<file path="src/rtl/ocra1_seq.sv">
// ocra1_seq: paces 4-channel DAC updates into ocra1_iface and issues the one-time DAC init burst.
module ocra1_seq #(
    parameter int unsigned INTERVAL_W   = 16,
    parameter int unsigned MIN_INTERVAL = 8
) (
    input  logic                  clk,
    input  logic                  rst,
    input  logic                  enable_i,
    input  logic                  init_req_i,
    input  logic [INTERVAL_W-1:0] interval_i,
    input  logic [17:0]           vx_i,
    input  logic [17:0]           vy_i,
    input  logic [17:0]           vz_i,
    input  logic [17:0]           vz2_i,
    input  logic                  v_valid_i,
    output logic                  v_ready_o,
    output logic [31:0]           oc_data_o,
    output logic                  oc_valid_o,
    input  logic                  oc_busy_i,
    output logic                  init_done_o,
    output logic                  underrun_o,
    output logic                  late_o,
    output logic [15:0]           update_cnt_o
);
    localparam int unsigned SAMPLE_W = 18;
    localparam int unsigned DAC_W    = 24;
    localparam int unsigned WORD_W   = 32;
    localparam logic [DAC_W-1:0] INIT_DAC = 24'h200002;

    typedef enum logic [2:0] {
        IDLE,
        INIT_WAIT,
        INIT,
        RUN,
        WAIT_BUSY,
        SEND
    } state_t;

    state_t                    state;
    logic [INTERVAL_W-1:0]     cnt;
    logic [INTERVAL_W-1:0]     reload;
    logic [1:0]                beat;
    logic                      held;
    logic                      held_next;
    logic                      accept;
    logic                      tick;
    logic                      counting;
    logic                      send_go;
    logic [3:0][SAMPLE_W-1:0]  held_v;
    logic [3:0][SAMPLE_W-1:0]  shadow;

    function automatic logic [WORD_W-1:0] make_word(input logic [1:0] ch, input logic [DAC_W-1:0] dac);
        return {5'd0, ch, (ch == 2'd3), dac};
    endfunction

    function automatic logic [DAC_W-1:0] volt_dac(input logic [SAMPLE_W-1:0] v);
        return {4'h1, v, 2'b00};
    endfunction

    // Handshake, tick and burst-start decisions for the current cycle
    always_comb begin
        reload    = (interval_i < INTERVAL_W'(MIN_INTERVAL)) ? INTERVAL_W'(MIN_INTERVAL - 1)
                                                           : interval_i - INTERVAL_W'(1);
        tick      = (cnt == '0);
        counting  = (state == RUN) || (state == WAIT_BUSY) || (state == SEND);
        accept    = v_valid_i && v_ready_o;
        send_go   = !oc_busy_i && held &&
                    (((state == RUN) && enable_i && tick) || (state == WAIT_BUSY));
        held_next = accept ? 1'b1 : (send_go ? 1'b0 : held);
    end

    // Sequencer: holding register, interval counter, burst FSM and registered outputs
    always_ff @(posedge clk or posedge rst) begin
        if (rst) begin
            state        <= IDLE;
            cnt          <= '0;
            beat         <= '0;
            held         <= 1'b0;
            held_v       <= '0;
            shadow       <= '0;
            v_ready_o    <= 1'b0;
            oc_data_o    <= '0;
            oc_valid_o   <= 1'b0;
            init_done_o  <= 1'b0;
            underrun_o   <= 1'b0;
            late_o       <= 1'b0;
            update_cnt_o <= '0;
        end else begin
            oc_valid_o <= 1'b0;
            held       <= held_next;
            v_ready_o  <= !held_next;
            if (accept) begin
                held_v <= {vz2_i, vz_i, vy_i, vx_i};
            end
            if (counting) begin
                cnt <= tick ? reload : cnt - INTERVAL_W'(1);
            end

            case (state)
                IDLE: begin
                    if (init_req_i) begin
                        state <= INIT_WAIT;
                    end else if (enable_i && init_done_o) begin
                        cnt   <= reload;
                        state <= RUN;
                    end
                end
                INIT_WAIT: begin
                    if (!oc_busy_i) begin
                        oc_valid_o <= 1'b1;
                        oc_data_o  <= make_word(2'd0, INIT_DAC);
                        beat       <= 2'd1;
                        state      <= INIT;
                    end
                end
                INIT: begin
                    oc_valid_o <= 1'b1;
                    oc_data_o  <= make_word(beat, INIT_DAC);
                    beat       <= beat + 2'd1;
                    if (beat == 2'd3) begin
                        init_done_o <= 1'b1;
                        state       <= IDLE;
                    end
                end
                RUN: begin
                    if (!enable_i) begin
                        state <= IDLE;
                    end else if (tick) begin
                        if (!held) begin
                            underrun_o <= 1'b1;
                        end else if (send_go) begin
                            shadow     <= held_v;
                            oc_valid_o <= 1'b1;
                            oc_data_o  <= make_word(2'd0, volt_dac(held_v[0]));
                            beat       <= 2'd1;
                            state      <= SEND;
                        end else begin
                            state <= WAIT_BUSY;
                        end
                    end
                end
                WAIT_BUSY: begin
                    if (tick) begin
                        late_o <= 1'b1;
                    end
                    if (send_go) begin
                        shadow     <= held_v;
                        oc_valid_o <= 1'b1;
                        oc_data_o  <= make_word(2'd0, volt_dac(held_v[0]));
                        beat       <= 2'd1;
                        state      <= SEND;
                    end
                end
                SEND: begin
                    oc_valid_o <= 1'b1;
                    oc_data_o  <= make_word(beat, volt_dac(shadow[beat]));
                    beat       <= beat + 2'd1;
                    if (beat == 2'd3) begin
                        update_cnt_o <= update_cnt_o + 16'd1;
                        state        <= enable_i ? RUN : IDLE;
                    end
                end
                default: state <= IDLE;
            endcase
        end
    end
endmodule

</file>
<file path="config.mk">
export PLATFORM = sky130hd
export DESIGN_NAME = ocra1_seq
export DESIGN_NICKNAME = d
export VERILOG_FILES = /design/src/rtl/ocra1_seq.sv
export SDC_FILE = /design/constraint.sdc
export NUM_CORES = 1
export LEC_CHECK = 0
export CAP_MARGIN = 5
export CORE_UTILIZATION = 50
export CTS_BUF_LIST = sky130_fd_sc_hd__clkbuf_2 sky130_fd_sc_hd__clkbuf_4 sky130_fd_sc_hd__clkbuf_8
export DETAILED_ROUTE_END_ITERATION = 6
export GPL_TIMING_DRIVEN = 0
export PLACE_DENSITY = 0.82
export SYNTH_ARGS = -nofsm -noshare
export SYNTH_HDL_FRONTEND = slang
export SYNTH_SLANG_ARGS = --single-unit
</file>
<file path="constraint.sdc">
create_clock -name clk -period 7 [get_ports clk]
set_clock_uncertainty 0.05 [all_clocks]
set_input_delay 1.4 -clock clk [delete_from_list [all_inputs] [get_ports clk]]
set_output_delay 1.4 -clock clk [all_outputs]
set_load 0.005 [all_outputs]
</file>
# --- Word level (Yosys, flattened, before mapping) ---
# Cells that the tools add are included.
classes:
  addsub: 4
  order_cmp: 2
  eq_ne: 16
  n_mux: 45
  n_bitwise: 1
  n_reduce_logical: 25
op_table:
  columns: ["operator", "count"]
  rows:
  - ["72-bit 2-to-1 mux", 4]
  - ["32-bit 2-to-1 mux", 5]
  - ["32-bit one-hot mux with 5 select lines", 1]
  - ["72-bit one-hot mux with 2 select lines", 1]
  - ["16-bit 2-to-1 mux", 6]
  - ["18-bit binary-select mux with 2-bit select", 1]
  - ["16-bit by 1-bit subtractor with 16-bit output, second input constant", 2]
  - ["3-bit 2-to-1 mux", 9]
  - ["18-bit 2-to-1 mux", 1]
  - ["3-bit one-hot mux with 6 select lines", 1]
  - ["16-bit by 1-bit adder with 16-bit output, second input constant", 1]
  - ["16-bit zero test", 1]
  - ["16-bit by 4-bit < comparator with 1-bit output, second input constant", 1]
  - ["2-bit 2-to-1 mux", 6]
  - ["2-bit != test, second input constant", 6]
  - ["5-bit AND reduction", 2]
  - ["3-bit != test, second input constant", 3]
  - ["1-bit 2-to-1 mux", 8]
  - ["2-bit one-hot mux with 4 select lines", 1]
  - ["4-bit AND reduction", 2]
  - ["7-bit AND reduction", 1]
  - ["3-bit by 2-bit equality test with 1-bit output, second input constant", 2]
  - ["3-bit equality test, second input constant", 2]
  - ["1-bit logical AND", 6]
  - ["other kinds (15)", 20]
totals:
  reg_bits: 219
  in_bits: 94
  out_inout_bits: 53

# --- Logic depth before layout (Yosys ltp) ---
# Gate-level depths: netlist of run 1.
depth:
  depth_word: 10
  depth_mapped: 10
  mapped_depth_nobuf: 8

# --- Worst setup path before layout of run 1 ---
# Ideal clock, no wire load.
synth_path:
  kind: "input-to-reg"
  from: "input interval_i[9]"
  to: "register cnt[13]"
  setup_time_ps: 152
  arrival_time_ps: 2818
  required_time_ps: 6798
  setup_slack_ps: 3980
  stages: 6
  path_buffers: 1
  path_cell_list: "nor4_1 -> nand2b_1 -> or4_1 -> clkbuf_1 -> nand2_2 -> o22ai_1"
synth_via:
  elab_chain_cells: 7
  word_cells_on_any_way: 8
  classes_between: "1 x add/sub; 1 x order compare; 6 x mux"
synth_rtl:
  columns: ["element", "line", "text"]
  rows:
  - ["start, declared", "10", "input logic [INTERVAL_W-1:0] interval_i,"]
  - ["16-bit by 1-bit subtractor with 16-bit output or 16-bit by 4-bit < comparator with 1-bit output (tied branches)", "63, 62", null]
  - ["16-bit 2-to-1 mux *", "62", "reload = (interval_i < INTERVAL_W'(MIN_INTERVAL)) ? INTERVAL_W'(MIN_INTERVAL - 1)"]
  - ["16-bit 2-to-1 mux", "96", "cnt <= tick ? reload : cnt - INTERVAL_W'(1);"]
  - ["16-bit 2-to-1 mux", "95", "if (counting) begin"]
  - ["16-bit 2-to-1 mux", "103", "end else if (enable_i && init_done_o) begin"]
  - ["16-bit 2-to-1 mux", "101", "if (init_req_i) begin"]
  - ["16-bit 2-to-1 mux *", "99", "case (state)"]
  - ["end signal, assigned", "96", null]
  - ["end signal, assigned", "104", "cnt <= reload;"]
  - ["end, declared", "40", "logic [INTERVAL_W-1:0] cnt;"]
# Every way passes the cells marked *; elsewhere a longest branch is shown, timed or not.
# A chain may end at the register's enable or synchronous reset.

# --- Final worst setup path of run 1 ---
layout_path:
  from: "input interval_i[7]"
  to: "register cnt[13]"
# The elaborated chain is that of the path after synthesis.

==> results of run 1 <==
path summary, 6_finish.rpt:
kind,startpoint,to,slack (ns)
worst max-delay path,interval_i[7],cnt[13]$_DFF_PP0_,3.69
worst min-delay path,update_cnt_o[15]$_DFFE_PP0P_,update_cnt_o[15]$_DFFE_PP0P_,0.42
worst max register to register,cnt[0]$_DFF_PP0_,oc_data_o[15]$_DFFE_PP0P_,4.33
worst min register to register,update_cnt_o[15]$_DFFE_PP0P_,update_cnt_o[15]$_DFFE_PP0P_,0.42
max in group asynchronous,rst,shadow[66]$_DFFE_PP0P_,4.38
min in group asynchronous,rst,oc_data_o[6]$_DFFE_PP0P_,1.32
cells in the final DEF (no fill, tap or decap), types with 3 or more instances in the layout:
cell,instances
mux4_2,18
a21o_1,3
inv_1,5
xnor2_1,24
and3_1,4
ha_1,4
nor2_1,25
a31oi_1,6
clkbuf_1,23
a32o_1,18
and3b_1,3
buf_6,7
clkbuf_4,14
mux2_1,33
a22o_1,6
dfrtp_1,210
nor3b_1,4
clkbuf_8,39
clkdlybuf4s50_1,137
or3_1,3
conb_1,8
buf_4,14
o22ai_1,10
nand2_1,15
nand2b_1,9
nor3_1,6
nor4_1,9
nand3_1,8
nand4_1,7
buf_12,5
xor2_1,11
mux2i_1,5
o21ai_0,12
mux2_2,131
nor2b_1,4
buf_2,6
a21oi_1,3
routing by layer:
metal,wire [um],vias up,track usage [%],part of all wire (%)
li1,-,2859,-,-
met1,9320,3210,30.6,43
met2,10600,202,38.5,49
met3,1040,43,3.75,4.8
met4,564,0,8.50,2.6
met5,0,-,0,0
power breakdown:
group / leakage, uW / total (uW) / internal [uW] / switching, uW
Clock: 0.000393 / 1150 / 663 / 483
Sequential: 0.00271 / 1720 / 1500 / 220
Combinational: 0.00230 / 1040 / 580 / 456
worst max-delay path: cells and delay by family:
family                 cells  cell delay (ns)
and+or+nand+nor            4             1.35
AOI/OAI and AO/OA          1             0.13
buffers and inverters      2             0.73
final cells by class:
type                            count  share of cell area, %
Tap cell                          229                   2.39
Sequential cell                   210                   43.8
Clock buffer                       53                   5.35
Inverter                            6                  0.219
Buffer                             51                   2.53
Timing Repair Buffer              142                   12.3
Multi-Input combinational cell    422                   32.7
Clock inverter                      6                  0.772
sequential cells by signal, summed over array words and instances (netlist names), 2 cells and up:
| signal | cells |
|---|---|
| oc_data_o | 23 |
| shadow | 72 |
| state | 3 |
| held_v | 72 |
| cnt | 16 |
| update_cnt_o | 16 |
| beat | 2 |
stage by stage:
stage | util, % | instances | total power (uW) | instance area, um^2 | setup WS, ns
global placement | 61.1 | 1055 | 2720 | 11200 | 1.23
global route | 65.7 | 1119 | 4100 | 12000 | 3.43
CTS | 65.7 | 1119 | 3920 | 12000 | 3.74
finish | 65.7 | 1119 | 3900 | 12000 | 3.69
floorplan | - | 689 | 2340 | 9510 | 2.82
detailed placement | 61.7 | 1060 | 2760 | 11300 | 3.23
synth_stat cells (all sizes together) (3+ instances only):
cell type,count
a31oi,7
nor4,10
a21oi,3
xnor2,24
and3,4
clkbuf,23
nor3,6
mux2,164
a32o,18
mux2i,5
nor3b,4
nand2,16
mux4,18
xor2,11
nor2b,4
nand4,7
o22ai,10
o21ai,14
and3b,3
buf,28
a21o,3
nand3,8
nand2b,9
dfrtp,210
inv,6
or3,3
a22o,6
ha,4
nor2,26
kinds of logic after synthesis:
family                   synth area share, %
AO/OA/AOI/OAI                           6.17
XOR/XNOR                                3.23
adder cells (fa/ha/maj)                0.528
buffers and inverters                   3.45
flip-flops                              55.4
multiplexers                            24.3
other                                 0.0396
AND/OR/NAND/NOR                         6.85
==> results.cfg, run 1 <==
[cts]
cts_inserted_buffers = 36
clock_latency_ns = 0.52
cts_setup_buffers = 0
ctsResizeCount = 0
htreeDepth = 2
cts_hold_repair.buffers = 0
clkSlewWorstSetupHoldPaths_ns = 0.06
tritoncts = done
cts_root_buf = clkbuf_8
cts_sinks = 210
clock_path_buffers = 3

[timing]
whs_ns = 0.423
finalMaxSlewViolations = 0
finalSetupTns_ns = 0
fmax_mhz = 303
setup_violations = 0
slew_headroom_pct = 40.5
period_minus_slack_ns = 3.31
rsz0062_at_grt = no
post-route-period-util_pct = 47.2
worst_pin_slew_ns = 0.890
hold_viol_final = 0

[place]
io_buffers = 137
dp_hpwl_mm = 15.2
gp_congestion = 0.838

[global_route]
antenna_found_initial = 0
grt_pass1_wl_mm = 35.4
grt_util_all_layers_pct = 23.1
grt_pass1_vias = 6695
grt-ovfl-total = 0
grt_max_degree = 44

[floorplan]
die_w_um = 140
start_util_pct = 51.9
std_cell_rows = 49
core_area_um2 = 18300
dieArea_um2 = 19500
io_pins = 147
dieHeight_um = 140

[route]
wire_per_inst_um = 19.2
vias = 6314
first_pass_iters = 4
vias_per_cell = 5.64
wl_mm = 21.5
drc = 0
drt_iter0_drc = 407
postRouteAntennaNets = 0

[setup_path]
cp_max_fo = 9
slowest_stage = or4_1
crit_chain = clkdlybuf4s50_1 > nor4_1 > nand2b_1 > or4_1 > clkbuf_1 > nand2_2 > o22ai_1
cpPeakStageDelay_ns = 0.53
critical_path_required_ns = 7.30
worst_ep_arrival_time_ns = 3.61
critPathKind = input port to flop
startpoint_type = input port
r2r_cells = 9
endpoint_kind = flop

[logic_synthesis]
synth-edff-count = 0
syn_area_um2 = 9480
avgSynthCellArea_um2 = 13.9
ys_types = 58
synth_top_flop_cell = dfrtp_1
async_flop_share_pct = 100
netlist_top_cells_area = dfrtp_1, mux2_2, mux4_2
ys_seq_area_share_pct = 55.4
netlist_instances = 682
synth_top_area_share_pct = 55.4
synth_warnings = 0
yosys_register_bits = 210
post-synth-top-area-cell = dfrtp_1

[layout]
seq_area_um2 = 5260
fill_cells = 1378
n_antenna_cell = 0
multiInputGateArea_um2 = 3920
drive_gt1_share_pct = 27.9
area_delta_synth_final_pct = 26.6
final_nets = 967

[power_and_ir_drop]
leakage_uw = 0.00539
vdd_drop_max_v = 0.000171
power_density_nw_per_um2 = 325

[worst_hold_path]
min_path_cells = 1
hold_class = flop to flop

[outcome]
status = complete, no violations

[job]
cap_violations = 0
Power figures use the tool's default switching activity.
==> run 2: changes to the inputs <==
Settings changed: PLACE_DENSITY 0.82 to 0.79.
Clock period 7 ns to 3.3 ns, I/O delays scaled along.
==> run 2 against run 1 <==
- wire length fell by 0.92%
- clock power grew 120%
- count of clock-buffer cells in the layout rose by 3
- utilization rose by 0.35 points
- critical endpoint is now oc_data_o[11]$_DFFE_PP0P_
- sequential power grew 110%
- register-to-register slack lost 3.7 ns
- highest routed layer unchanged
- first-iteration DRC count decreased by 1.5%
- sequential cell count unchanged
- largest power group unchanged
- largest cell class unchanged
- non-clock buffer count is the same
- die area stayed put
- global-route usage shrank 0.099 points
==> results.cfg, run 2 (synthesis gave the netlist of run 1 again) <==
[cts]
tritoncts = done
cts_sinks = 210
cts_hold_repair.buffers = 0
clkSlewWorstSetupHoldPaths_ns = 0.06
cts_inserted_buffers = 36
htreeDepth = 2
clock_latency_ns = 0.52
cts_setup_buffers = 0
clock_path_buffers = 3
ctsResizeCount = 0
cts_root_buf = clkbuf_8

[power_and_ir_drop]
clkPwrFrac_pct = 30.3
finalPower_uw = 8380
combPwrFrac_pct = 26.3
intPower_uw = 5920
vdd_drop_max_v = 0.000582
power_density_nw_per_um2 = 695
leakage_uw = 0.00542
switching_share_pct = 29.3
p_seq_share_pct = 43.4
p_switching_uw = 2460

[timing]
slew_headroom_pct = 40.0
period_minus_slack_ns = 2.67
whs_ns = 0.409
setup_violations = 0
worst_pin_slew_ns = 0.897
finalSetupTns_ns = 0
fmax_mhz = 374
post-route-period-util_pct = 81.0
finalMaxSlewViolations = 0
hold_viol_final = 0
setup_ws_ns = 0.626
rsz0062_at_grt = no

[place]
dp_slack_ns = 0.226
dp_hpwl_mm = 14.7
gp_congestion = 0.852
io_buffers = 137

[route]
vias_per_cell = 5.62
drt_iter0_drc = 401
vias = 6319
first_pass_iters = 5
wire_per_inst_um = 18.9
wl_mm = 21.3
drc = 0
postRouteAntennaNets = 0

[floorplan]
dieHeight_um = 140
start_util_pct = 51.9
dieArea_um2 = 19500
std_cell_rows = 49
die_w_um = 140
io_pins = 147
core_area_um2 = 18300

[layout]
multiInputGateArea_um2 = 3920
final_cell_mix = dfrtp_1, clkdlybuf4s50_1, mux2_2, clkbuf_8, mux2_1
n_antenna_cell = 0
top_regs = held_v: 72 flops, shadow: 72 flops, oc_data_o: 23 flops
fill_cells = 1345
drive_gt1_share_pct = 28.3
seq_area_um2 = 5260
area_delta_synth_final_pct = 27.3
utilization_pct = 66.0
final_nets = 967
mostFrequentLayoutCell = dfrtp_1

[worst_hold_path]
hold_class = flop to flop

[global_route]
antenna_found_initial = 0
grt_max_degree = 43
grt_pass1_vias = 6534
grt_util_all_layers_pct = 23.0
grt_pass1_wl_mm = 34.7
grt-ovfl-total = 0

[setup_path]
crit_chain = inv_1 > ha_1 > nor3b_1 > nand4_1 > o21ai_0 > nand2_1 > inv_1 > buf_4 > mux2_2
critPathCapture = oc_data_o[11]$_DFFE_PP0P_
cp_max_fo = 10
critPathKind = flop to flop
slowest_stage = dfrtp_1
startpoint_type = flop
r2r_slack_ns = 0.63
worst_ep_arrival_time_ns = 3.02
r2r_start = cnt[0]$_DFF_PP0_
endpoint_kind = flop
critical_path_required_ns = 3.64
rr_endpoint = oc_data_o[11]$_DFFE_PP0P_
critPathLaunch = cnt[0]$_DFF_PP0_
r2r_cells = 9
path_common_cell = inv_1
cpPeakStageDelay_ns = 0.41

[job]
cap_violations = 0

[outcome]
status = complete, no violations
[run 2: cell count changes in the layout (fill, tap and decap cells not counted), sizes merged]
cell / change
inv: -1
clkbuf: +3
clkinv: +2
clkinvlp: +1
[run 2: power by group through the flow]
stage | Combinational [uW] | Clock [uW] | Sequential, uW
finish | 2200 | 2540 | 3640
global route | 2400 | 2710 | 3710
global placement | 2130 | 0 | 3640
detailed placement | 2200 | 0 | 3660
CTS | 2220 | 2590 | 3630
floorplan | 1420 | 0 | 3530
[run 2: per-stage QoR]
step	cell area, um^2	cells
after global routing	12100	1124
after global placement	11200	1055
after CTS	12100	1124
final	12100	1124
after detailed placement	11300	1060
after floorplan	9510	689
[run 2: cell type report]
cell class / instances / area share (%)
inverters: 6 / 0.218
clock buffers: 56 / 5.82
well taps: 229 / 2.38
multi-input cells: 422 / 32.5
clock inverters: 8 / 0.799
flip-flops and latches: 210 / 43.6
plain buffers: 51 / 2.52
repair buffers: 142 / 12.2
[run 2: how the worst min path moves through the flow]
stage / start / depth (start not counted) / slack [ns] / end
final: update_cnt_o[15]$_DFFE_PP0P_ / 1 / 0.41 / update_cnt_o[15]$_DFFE_PP0P_
after global routing: update_cnt_o[15]$_DFFE_PP0P_ / 1 / 0.43 / update_cnt_o[15]$_DFFE_PP0P_
after global placement: update_cnt_o[15]$_DFFE_PP0P_ / 1 / 0.41 / update_cnt_o[15]$_DFFE_PP0P_
after CTS: update_cnt_o[15]$_DFFE_PP0P_ / 1 / 0.42 / update_cnt_o[15]$_DFFE_PP0P_
after detailed placement: underrun_o$_DFFE_PP0P_ / 1 / 0.41 / underrun_o$_DFFE_PP0P_
after floorplan: late_o$_DFFE_PP0P_ / 1 / 0.40 / late_o$_DFFE_PP0P_
[run 2: per-layer routing]
metal  vias up  track usage [%]  routed length, um
met2       200             38.4              10400
li1       2866                -                  -
met1      3212             30.2               9330
met3        41             4.13               1020
met5         -                0                  0
met4         0             8.68                518
[run 2: worst max-delay path: cells and delay by family, from the launching register on]
family                     cells  cell delay [ns]
and+or+nand+nor                3             0.87
buffers and inverters          3             0.43
DFF                            1             0.41
muxes                          1             0.35
AOI/OAI and AO/OA              1             0.25
adders and majority gates      1             0.18
==> run 3: changes to the inputs <==
Clock period 3.3 ns to 2.5 ns, I/O delays scaled along.
==> run 3 against run 2 <==
- sequential cell count stayed put
- count of clock-buffer cells in the layout is the same
- cell count is 0.53% higher
- design area up 1.3%
- critical path type unchanged
- largest cell class unchanged
==> results.cfg, run 3 (synthesis gave the netlist of run 1 again) <==
[outcome]
status = complete, no violations

[floorplan]
std_cell_rows = 49
start_util_pct = 51.9
io_pins = 147
die_w_um = 140
dieHeight_um = 140
core_area_um2 = 18300
dieArea_um2 = 19500

[worst_hold_path]
min_path_cells = 3
hold_class = input port to flop
min_from = enable_i
hold_end = state[2]$_DFFE_PP0P_

[place]
gp_congestion = 0.852
io_buffers = 137
dp_hpwl_mm = 14.7

[setup_path]
slowest_stage = dfrtp_1
crit_chain = inv_1 > ha_1 > nor3b_4 > and4_1 > buf_6 > a31oi_4 > nor2_8 > buf_12 > buf_8 > mux2_2
startpoint_type = flop
cpPeakStageDelay_ns = 0.41
critPathKind = flop to flop
endpoint_kind = flop
r2r_slack_ns = 0.08
cp_top_family = simple AND/OR/NAND/NOR gates
rr_endpoint = shadow[19]$_DFFE_PP0P_
r2r_start = cnt[0]$_DFF_PP0_
r2r_cells = 10
path_buf_inv = 4
worst_ep_arrival_time_ns = 2.76
critical_path_required_ns = 2.85
cp_max_fo = 10

[layout]
n_antenna_cell = 0
drive_gt1_share_pct = 29.5
final_nets = 973
fill_cells = 1326
utilization_pct = 66.9
mostFrequentLayoutCell = dfrtp_1
area_delta_synth_final_pct = 29.0
final_cell_mix = dfrtp_1, clkdlybuf4s50_1, mux2_2, clkbuf_8, mux2_1
top_regs = held_v: 72 flops, shadow: 72 flops, oc_data_o: 23 flops

[timing]
slew_headroom_pct = 48.6
hold_viol_final = 0
period_minus_slack_ns = 2.42
fmax_mhz = 414
worst_pin_slew_ns = 0.771
setup_violations = 0
post-route-period-util_pct = 96.6
finalMaxSlewViolations = 0

[cts]
cts_root_buf = clkbuf_8
tritoncts = done
clkSlewWorstSetupHoldPaths_ns = 0.06
clock_path_buffers = 3
htreeDepth = 2
cts_hold_repair.buffers = 0
cts_inserted_buffers = 36
cts_sinks = 210
clock_latency_ns = 0.52

[route]
vias = 6348
wl_mm = 21.6
drc = 0
vias_per_cell = 5.62
first_pass_iters = 4
wire_per_inst_um = 19.1
postRouteAntennaNets = 0
drt_iter0_drc = 385

[power_and_ir_drop]
vdd_drop_max_v = 0.000769
leakage_uw = 0.00549
finalPower_uw = 11100
power_density_nw_per_um2 = 911

[global_route]
grt_pass1_wl_mm = 34.7
grt_util_all_layers_pct = 23.1
grt_max_degree = 43
antenna_found_initial = 0
grt_pass1_vias = 6542
grt-ovfl-total = 0

[job]
cap_violations = 0
run 3: where the power goes:
group / internal, uW / total (uW) / switching [uW]
Sequential: 4200 / 4830 / 632
Clock: 2000 / 3350 / 1350
Combinational: 1650 / 2950 / 1300
run 3: per-layer routing:
metal	vias to the layer above	share of wire [%]	track usage, %
li1	2882	-	-
met4	0	2.6	8.73
met2	209	50	38.4
met1	3216	43	30.2
met3	41	5.0	4.13
met5	-	0	0
run 3: repair_timing:
action / CTS / global route
gates cloned: 0 / 1
pin swaps: 1 / 2
setup endpoints to repair: 85 / 104
gates resized for setup: 1 / 18
buffers inserted: 1 / 4
run 3: how the worst max path moves through the flow:
stage                 startpoint                endpoint  slack, ns  cells past startpoint
2_1_floorplan                rst     beat[0]$_DFFE_PP0P_      -0.78                      1
3_3_place_gp                 rst  held_v[49]$_DFFE_PP0P_      -2.37                      2
4_1_cts        cnt[12]$_DFF_PP0_  shadow[21]$_DFFE_PP0P_      0.007                      7
6_report        cnt[0]$_DFF_PP0_  shadow[19]$_DFFE_PP0P_       0.08                     10
5_1_grt         cnt[0]$_DFF_PP0_  shadow[69]$_DFFE_PP0P_    -0.0004                     10
3_5_place_dp       interval_i[7]       cnt[13]$_DFF_PP0_      -0.41                      7
run 3: per-stage QoR:
step,instance area [um^2],worst slack [ns],instances,TNS [ns],hold WS (ns)
after floorplan,9510,-0.778,689,-163.42,0.401
after global placement,11200,-2.37,1055,-513.02,0.406
after detailed placement,11300,-0.414,1060,-20.89,0.405
after CTS,12100,0.00722,1125,0,0.380
after global routing,12200,-0.000421,1130,-0.000421,0.428
final,12200,0.0847,1130,0,0.406
run 3: final cells by class:
| class | instances | area [um^2] | area share, % |
|---|---|---|---|
| sequential | 210 | 5260 | 43.0 |
| multi-input combinational | 422 | 3970 | 32.5 |
| timing repair buffer | 148 | 1550 | 12.7 |
| clock buffer | 56 | 702 | 5.74 |
| buffer | 51 | 340 | 2.78 |
| tap | 229 | 287 | 2.34 |
| clock inverter | 8 | 96.3 | 0.788 |
| inverter | 6 | 26.3 | 0.215 |
run 3: worst min-delay path, stage by stage:
cell and delay (ns):
clkbuf_1 0.22, nand3_1 0.12, o21ai_0 0.08
